--- src/rtl/btn_conditioner.sv ---
// Multi-channel button conditioner. Each channel has a 2-FF synchroniser, a counter debounce,
// press/release pulses and an optional hold-to-auto-repeat pulse train.

module btn_conditioner_ch #(
    parameter int DEBOUNCE_CYCLES = 16,
    parameter bit REPEAT_EN       = 1'b1,
    parameter int HOLD_CYCLES     = 1000,
    parameter int REPEAT_CYCLES   = 250
) (
    input  logic clk_148Mhz,
    input  logic reset_n,
    input  logic btn_raw,
    output logic level,
    output logic apasat,
    output logic eliberat,
    output logic repeat_pulse
);
    localparam int DW   = $clog2(DEBOUNCE_CYCLES + 1);
    localparam int RMAX = (HOLD_CYCLES > REPEAT_CYCLES) ? HOLD_CYCLES : REPEAT_CYCLES;
    localparam int RW   = $clog2(RMAX + 1);

    logic          s1, s2;
    logic [DW-1:0] db_cnt;
    logic          db_term, press_acc, release_acc;

    // Terminal count on a mismatching sample is the exact edge the level flips.
    assign db_term     = (s2 != level) && (db_cnt == DW'(DEBOUNCE_CYCLES - 1));
    assign press_acc   = db_term & s2;
    assign release_acc = db_term & ~s2;

    always_ff @(posedge clk_148Mhz or negedge reset_n) begin
        if (!reset_n) begin
            s1       <= 1'b0;
            s2       <= 1'b0;
            level    <= 1'b0;
            db_cnt   <= '0;
            apasat   <= 1'b0;
            eliberat <= 1'b0;
        end else begin
            s1       <= btn_raw;
            s2       <= s1;
            apasat   <= press_acc;
            eliberat <= release_acc;
            if (s2 == level) begin
                db_cnt <= '0;
            end else if (db_term) begin
                level  <= s2;
                db_cnt <= '0;
            end else begin
                db_cnt <= db_cnt + DW'(1);
            end
        end
    end

    if (REPEAT_EN) begin : g_rep
        typedef enum logic [1:0] {IDLE, HOLD, RPT} state_t;
        state_t        state, state_nxt;
        logic [RW-1:0] rcnt, rcnt_nxt;
        logic          rep_nxt;
        logic          hold_term, rpt_term;

        assign hold_term = (rcnt == RW'(HOLD_CYCLES - 1));
        assign rpt_term  = (rcnt == RW'(REPEAT_CYCLES - 1));

        always_ff @(posedge clk_148Mhz or negedge reset_n) begin
            if (!reset_n) begin
                state        <= IDLE;
                rcnt         <= '0;
                repeat_pulse <= 1'b0;
            end else begin
                state        <= state_nxt;
                rcnt         <= rcnt_nxt;
                repeat_pulse <= rep_nxt;
            end
        end

        always_comb begin
            state_nxt = state;
            case (state)
                IDLE:    if (press_acc) state_nxt = HOLD;
                HOLD:    if (release_acc) state_nxt = IDLE;
                         else if (hold_term) state_nxt = RPT;
                RPT:     if (release_acc) state_nxt = IDLE;
                default: state_nxt = IDLE;
            endcase
        end

        // Release wins over a coinciding terminal count, so no pulse on the release edge.
        always_comb begin
            rcnt_nxt = '0;
            rep_nxt  = 1'b0;
            case (state)
                HOLD: if (!release_acc) begin
                    if (hold_term) rep_nxt = 1'b1;
                    else           rcnt_nxt = rcnt + RW'(1);
                end
                RPT: if (!release_acc) begin
                    if (rpt_term) rep_nxt = 1'b1;
                    else          rcnt_nxt = rcnt + RW'(1);
                end
                default: ;
            endcase
        end
    end else begin : g_norep
        assign repeat_pulse = 1'b0;
    end
endmodule

module btn_conditioner #(
    parameter int               N_BTN           = 5,
    parameter int               DEBOUNCE_CYCLES = 16,
    parameter logic [N_BTN-1:0] ACTIVE_LOW_MASK = {N_BTN{1'b0}},
    parameter bit               REPEAT_EN       = 1'b1,
    parameter int               HOLD_CYCLES     = 1000,
    parameter int               REPEAT_CYCLES   = 250
) (
    input  logic             clk_148Mhz,
    input  logic             reset_n,
    input  logic [N_BTN-1:0] btn,
    output logic [N_BTN-1:0] btn_level,
    output logic [N_BTN-1:0] btn_apasat,
    output logic [N_BTN-1:0] btn_eliberat,
    output logic [N_BTN-1:0] btn_repeat
);
    logic [N_BTN-1:0] btn_pol;

    assign btn_pol = btn ^ ACTIVE_LOW_MASK;

    for (genvar g = 0; g < N_BTN; g++) begin : g_ch
        btn_conditioner_ch #(
            .DEBOUNCE_CYCLES(DEBOUNCE_CYCLES),
            .REPEAT_EN      (REPEAT_EN),
            .HOLD_CYCLES    (HOLD_CYCLES),
            .REPEAT_CYCLES  (REPEAT_CYCLES)
        ) u_ch (
            .clk_148Mhz  (clk_148Mhz),
            .reset_n     (reset_n),
            .btn_raw     (btn_pol[g]),
            .level       (btn_level[g]),
            .apasat      (btn_apasat[g]),
            .eliberat    (btn_eliberat[g]),
            .repeat_pulse(btn_repeat[g])
        );
    end
endmodule
--- config.mk ---
export PLATFORM = sky130hd
export DESIGN_NAME = btn_conditioner
export DESIGN_NICKNAME = d
export VERILOG_FILES = /design/src/rtl/btn_conditioner.sv
export SDC_FILE = /design/constraint.sdc
export NUM_CORES = 1
export LEC_CHECK = 0
export ABC_AREA = 1
export BUFFER_PORTS_ARGS = -buffer_cell sky130_fd_sc_hd__buf_2
export CELL_PAD_IN_SITES_DETAIL_PLACEMENT = 2
export CELL_PAD_IN_SITES_GLOBAL_PLACEMENT = 2
export CORE_MARGIN = 2
export CORE_UTILIZATION = 41
export CTS_CLUSTER_SIZE = 20
export DETAILED_ROUTE_END_ITERATION = 7
export PLACE_DENSITY_LB_ADDON = 0.25
export RECOVER_POWER = 100
export SETUP_SLACK_MARGIN = 0.1
export SYNTH_ARGS = -nofsm -noshare
export SYNTH_HDL_FRONTEND = slang
export SYNTH_SLANG_ARGS = --single-unit
--- constraint.sdc ---
create_clock -name clk_148Mhz -period 3.9 [get_ports clk_148Mhz]
set_input_delay 0.195 -clock clk_148Mhz [delete_from_list [all_inputs] [get_ports clk_148Mhz]]
set_output_delay 0.195 -clock clk_148Mhz [all_outputs]
set_load 0.05 [all_outputs]
==> impl_metrics.ini, run 1 <==
[critical_path]
slowest_stage = clkbuf_2
startpoint_type = input pin
critPathKind = in2async
arrival_ps = 2690
critPathCaptureType = asynchronous set/reset pin
path_cells = dlygate4sd3_1, clkbuf_2, clkbuf_2
cp.required_ps = 4340
cpMostUsedCell = clkbuf_2
ff2ff_setup_slack_ps = 1830
slowest_delay_ps = 1060
crit_fanout = 57

[logic_synthesis]
synth.most_common_cell = nor2_1
syn_inst = 660
synth_top_family_by_area = simple AND/OR/NAND/NOR gates
synth_nets = 697
ys_warn_count = 0
synth-compound-area-share_pct = 1.67
synth-edff-count = 0
synthTopCellsByArea = dfrtp_1, nor2_1, nand2_1
synthTopCellsByCount = nor2_1, dfrtp_1, nand2_1
synth.avg_cell_area_um2 = 8.83
synth-xor-area-share_pct = 6.76
synth.distinct_cells = 25
seq_area_frac_synth_pct = 49.4
syn-cell-area_um2 = 5830
synth-simple-area-share_pct = 28.3
synthArstFlopShare_pct = 100
yosysTopAreaCell = dfrtp_1
synth.top_cell.area_share_pct = 49.4
synth.ff_latch_count = 115
synthAdderAreaFrac_pct = 6.44
synth_ff_type = dfrtp_1
synth_mux_area_share_pct = 0

[routing]
wl_met2_um = 8210
vias_per_cell = 5.06
drc = 0
dr.pass1.iters = 6
drt-met1-wl_um = 6560
wl_per_cell_um = 17.4
first_iter_violations = 181
num_vias = 4480
top_layer = met4
wl_um = 15400
wl_met3_um = 314
drtAntennaViolNets = 0

[floorplan]
placementRows = 43
die_y_um = 123
die_area_um2 = 15200
core_area_um2 = 13900
die_w_um = 123
start_util_pct = 42.0
boundaryPins = 27

[timing]
finalWorstPathRequiredPeriod_ps = 2250
final.setup_skew_ps = 12.6
tightest_slew_ps = 1500
tns_ps = 0
fmax_mhz = 444
rsz0062_at_grt = no
relSlewSlack_pct = -0.207
hold_violations = 0
fin_crit_sh_pct = 57.7
worst_slack_ps = 1650
setup_viol = 0
final_max_slew_viol_count = 44

[cells_and_area]
final_util_pct = 47.5
n_antenna_cell = 0
fill_cells = 1482
fin_cells = 885
area_growth_pct = 13.2
finalNetCount = 729
drive_above_1_share_pct = 7.09

[placed_design]
dp_hpwl_um = 9740
io_buffers = 26
place_congestion = 0.808
post-place-ws_ps = 2310
dp_cells = 847

[cts]
cts_buffer_depth = 2
h-tree-depth = 4
clock_latency_ps = 440
tritoncts = yes
root_buffer = clkbuf_16
cts_sinks = 115
cts_setup_buffers = 0
numCtsBuffers = 17
cts.clk_slew.worst_paths_ps = 60

[global_routing]
grt_use_total_pct = 22.7
first_global_vias = 5215
grt-ovfl-total = 0
grt_max_degree = 58
grt_pass1_wl_um = 26400
antenna_found_initial = 0

[power]
p_leak_nw = 3.04
p_per_area_nw_per_um2 = 539
irDropWorstVdd_v = 0.000464

[run]
maxCapViolations = 1

[status]
violations = capacitance limit, slew limit
status = complete, but fails checks

[min_path]
min_path_type = reg2reg
## report_power, final
part | internal, mW | switching [mW] | leakage, nW
combinational | 0.168 | 0.351 | 1.18
sequential | 1.27 | 0.0827 | 1.56
clock | 1.09 | 0.597 | 0.301
total | 2.52 | 1.03 | 3.04
## metrics by stage
| step | cell area [um^2] | power, mW | hold WS [ps] |
|---|---|---|---|
| CTS | 6730 | 3.66 | 347 |
| global placement | 6040 | 1.87 | 303 |
| detailed placement | 6040 | 1.92 | 306 |
| global route | 6600 | 3.74 | 362 |
| floorplan | 5830 | 1.74 | -101 |
| finish | 6600 | 3.55 | 344 |
## final cells by class
type | count | area [um^2] | share of cell area (%)
multi-input cells | 450 | 2410 | 36.6
clock inverters | 12 | 180 | 2.73
clock buffers | 20 | 447 | 6.77
flip-flops and latches | 115 | 2880 | 43.6
inverters | 74 | 278 | 4.21
well taps | 180 | 225 | 3.41
repair buffers | 34 | 176 | 2.68
## what timing repair did
item / in CTS / in global routing
gates resized for setup: 0 / 0
endpoints found under the hold margin: 60 / 0
hold buffers: 6 / 0
## critical path, delay by kind of cell
family,cells,cell delay [ps]
buffers and inverters,3,2450
## metal layers
| layer | track usage [%] | vias to the layer above |
|---|---|---|
| li1 | - | 2123 |
| met1 | 26.4 | 2280 |
| met2 | 40.8 | 55 |
| met3 | 3.51 | 22 |
| met4 | 10.3 | 0 |
| met5 | 0 | - |
## registers in the layout, summed over array words and instances, names as in the netlist
signal                  flops
g_ch.u_ch.s1                5
g_ch.u_ch.apasat            5
g_ch.u_ch.s2                5
g_ch.u_ch.g_rep.state      10
g_ch.u_ch.repeat_pulse      5
g_ch.u_ch.db_cnt           25
g_ch.u_ch.eliberat          5
g_ch.u_ch.g_rep.rcnt       50
g_ch.u_ch.level             5
## logic make-up after synthesis
| kind of cell | after synthesis |
|---|---|
| xor+xnor | 45 |
| flops | 115 |
| fa+ha+maj | 30 |
| buf+inv | 95 |
| simple gates | 358 |
| compound gates | 17 |
## layout by cell type, fill, tap and decap left out, drive strengths merged
| cell | netlist | final |
|---|---|---|
| a21boi | 5 | 5 |
| a21oi | 5 | 5 |
| buf | 21 | 5 |
| bufinv | 0 | 4 |
| clkbuf | 0 | 43 |
| clkinv | 0 | 5 |
| clkinvlp | 0 | 2 |
| dfrtp | 115 | 115 |
| dlygate4sd3 | 0 | 6 |
| ha | 30 | 30 |
| inv | 74 | 75 |
| nand2 | 111 | 111 |
| nand3 | 66 | 66 |
| nand3b | 4 | 4 |
| nand4 | 14 | 14 |
| nor2 | 144 | 144 |
| nor3 | 18 | 18 |
| o21ai | 7 | 7 |
| or2 | 1 | 1 |
| xnor2 | 10 | 10 |
| xor2 | 35 | 35 |
## final timing paths
path	startpoint	endpoint	cells after the start
max	reset_n	g_ch[3].u_ch.g_rep.rcnt[3]	3
min	g_ch[1].u_ch.s1	g_ch[1].u_ch.s2	0
max reg2reg	g_ch[1].u_ch.db_cnt[0]	g_ch[1].u_ch.g_rep.rcnt[0]	8
min reg2reg	g_ch[1].u_ch.s1	g_ch[1].u_ch.s2	0
max in group clk_148Mhz	g_ch[1].u_ch.db_cnt[0]	g_ch[1].u_ch.g_rep.rcnt[0]	8
min in group asynchronous	reset_n	g_ch[0].u_ch.apasat	2
(Power assumes the default switching activity.)
==> run 2: changes to the inputs <==
CORE_UTILIZATION = 39   (was 41)
clock period = 2.3 ns   (was 3.9 ns; I/O delays follow)
==> impl_metrics.ini, run 2 (synthesis results as in run 1) <==
[status]
status = complete, no violations

[timing]
relSlewSlack_pct = 34.6
tightest_slew_ps = 981
hold_violations = 0
final_max_slew_viol_count = 0
fmax_mhz = 565
final.setup_skew_ps = 6.08
worst_slack_ps = 530
rsz0062_at_grt = no
fin_crit_sh_pct = 76.9
setup_viol = 0
tns_ps = 0
finalWorstPathRequiredPeriod_ps = 1770

[global_routing]
grt-ovfl-total = 0
grt_max_degree = 53
first_global_vias = 4922
antenna_found_initial = 0
grt_pass1_wl_um = 24000
grt_use_total_pct = 18.7

[cells_and_area]
reg_top3 = g_ch.u_ch.g_rep.rcnt (50), g_ch.u_ch.db_cnt (25), g_ch.u_ch.g_rep.state (10)
final_cell_mix = nor2_1, dfrtp_1, nand2_1
regArea_um2 = 2880
drive_above_1_share_pct = 6.96
n_antenna_cell = 0
largest_register_ffs = 50
finalNetCount = 729
area_growth_pct = 12.6
final_common_cell = nor2_1
fill_cells = 1621
largest_register = g_ch.u_ch.g_rep.rcnt
multi_input_area_um2 = 2430

[routing]
drtAntennaViolNets = 0
wl_per_cell_um = 15.0
vias_per_cell = 4.90
dr.pass1.iters = 4
num_vias = 4353
drc = 0
first_iter_violations = 115
wl_um = 13400

[critical_path]
r2r_end = g_ch[4].u_ch.g_rep.rcnt[6]
slowest_stage = dfrtp_1
arrival_ps = 2060
ff2ff_setup_slack_ps = 530
critPathKind = reg2reg
startpoint_type = flip-flop
path_cells = ha_1, nand2_1, nor2_1, nand4_1, nand3_1, nand2_1, nand2_4, nor2_1
slowest_delay_ps = 380
cp.required_ps = 2590
r2r_cells = 8
r2r-start = g_ch[4].u_ch.db_cnt[0]
critPathCaptureType = flip-flop
crit_fanout = 10

[cts]
cts.clk_slew.worst_paths_ps = 50
numCtsBuffers = 17
cts_setup_buffers = 0
tritoncts = yes
clock_latency_ps = 410
cts_sinks = 115
h-tree-depth = 4
root_buffer = clkbuf_16
cts_buffer_depth = 2

[floorplan]
die_area_um2 = 15900
placementRows = 44
boundaryPins = 27
die_w_um = 126
core_area_um2 = 14600
start_util_pct = 39.9
die_y_um = 126

[power]
p_clk_share_pct = 43.3
intPower_mw = 4.02
p_per_area_nw_per_um2 = 856
p_sw_share_pct = 28.4
p_leak_nw = 3.05
seq_power_share_pct = 40.7
power_switching_mw = 1.60
irDropWorstVdd_v = 0.000514
comb_power_share_pct = 15.9

[min_path]
hp-start = btn[3]
min_path_type = in2reg
whs_path_depth = 2
min_to = g_ch[3].u_ch.s1

[placed_design]
dp_hpwl_um = 10000
post-place-ws_ps = 667
place_congestion = 0.805
io_buffers = 26

[run]
maxCapViolations = 0
run 2: power by group through the flow:
stage	sequential (mW)	clock, mW	combinational [mW]
3_5_place_dp	2.32	0	0.935
5_1_grt	2.31	2.59	1.04
2_1_floorplan	2.28	0	0.675
3_3_place_gp	2.30	0	0.878
6_report	2.29	2.43	0.896
4_1_cts	2.29	2.50	0.959
run 2: area by class of cell:
type | count | share of cell area (%)
Clock buffer | 27 | 8.12
Clock inverter | 4 | 0.305
Inverter | 74 | 4.23
Multi-Input combinational cell | 450 | 37.1
Sequential cell | 115 | 43.9
Tap cell | 184 | 3.51
Timing Repair Buffer | 34 | 2.90
run 2: per-layer routing:
layer / vias to the layer above / wire, um / global-route usage (%)
li1: 2130 / - / -
met1: 2182 / 5770 / 22.4
met2: 30 / 7180 / 33.5
met3: 11 / 260 / 4.59
met4: 0 / 152 / 4.98
met5: - / 0 / 0
run 2: timing repair:
action | 4_1_cts | 5_1_grt
gates resized for setup | 0 | 0
endpoints found under the hold margin | 41 | 0
hold buffers | 6 | 0
run 2: critical path, delay by kind of cell, from the launching register on:
kind          cells  cell delay [ps]
simple gates      7             1070
flops             1              380
fa+ha+maj         1              200
run 2: worst max-delay path by stage:
stage,from,endpoint,slack [ps],cells past startpoint
3_5_place_dp,g_ch[2].u_ch.db_cnt[0],g_ch[2].u_ch.g_rep.rcnt[7],670,8
5_1_grt,g_ch[2].u_ch.db_cnt[0],g_ch[2].u_ch.g_rep.rcnt[4],270,8
6_report,g_ch[4].u_ch.db_cnt[0],g_ch[4].u_ch.g_rep.rcnt[6],530,8
3_3_place_gp,g_ch[3].u_ch.db_cnt[0],g_ch[3].u_ch.g_rep.rcnt[0],820,8
2_1_floorplan,g_ch[2].u_ch.db_cnt[0],g_ch[2].u_ch.g_rep.rcnt[0],990,8
4_1_cts,g_ch[2].u_ch.db_cnt[0],g_ch[2].u_ch.g_rep.rcnt[7],650,8
run 2: per-stage QoR:
step	hold WS (ps)	std cells	utilization [%]	area (um^2)	power, mW
CTS	245	888	45.8	6680	5.75
finish	347	888	45.0	6560	5.62
floorplan	-181	660	-	5830	2.96
global route	330	888	45.0	6560	5.94
detailed placement	129	851	41.6	6060	3.26
global placement	115	851	41.6	6060	3.18
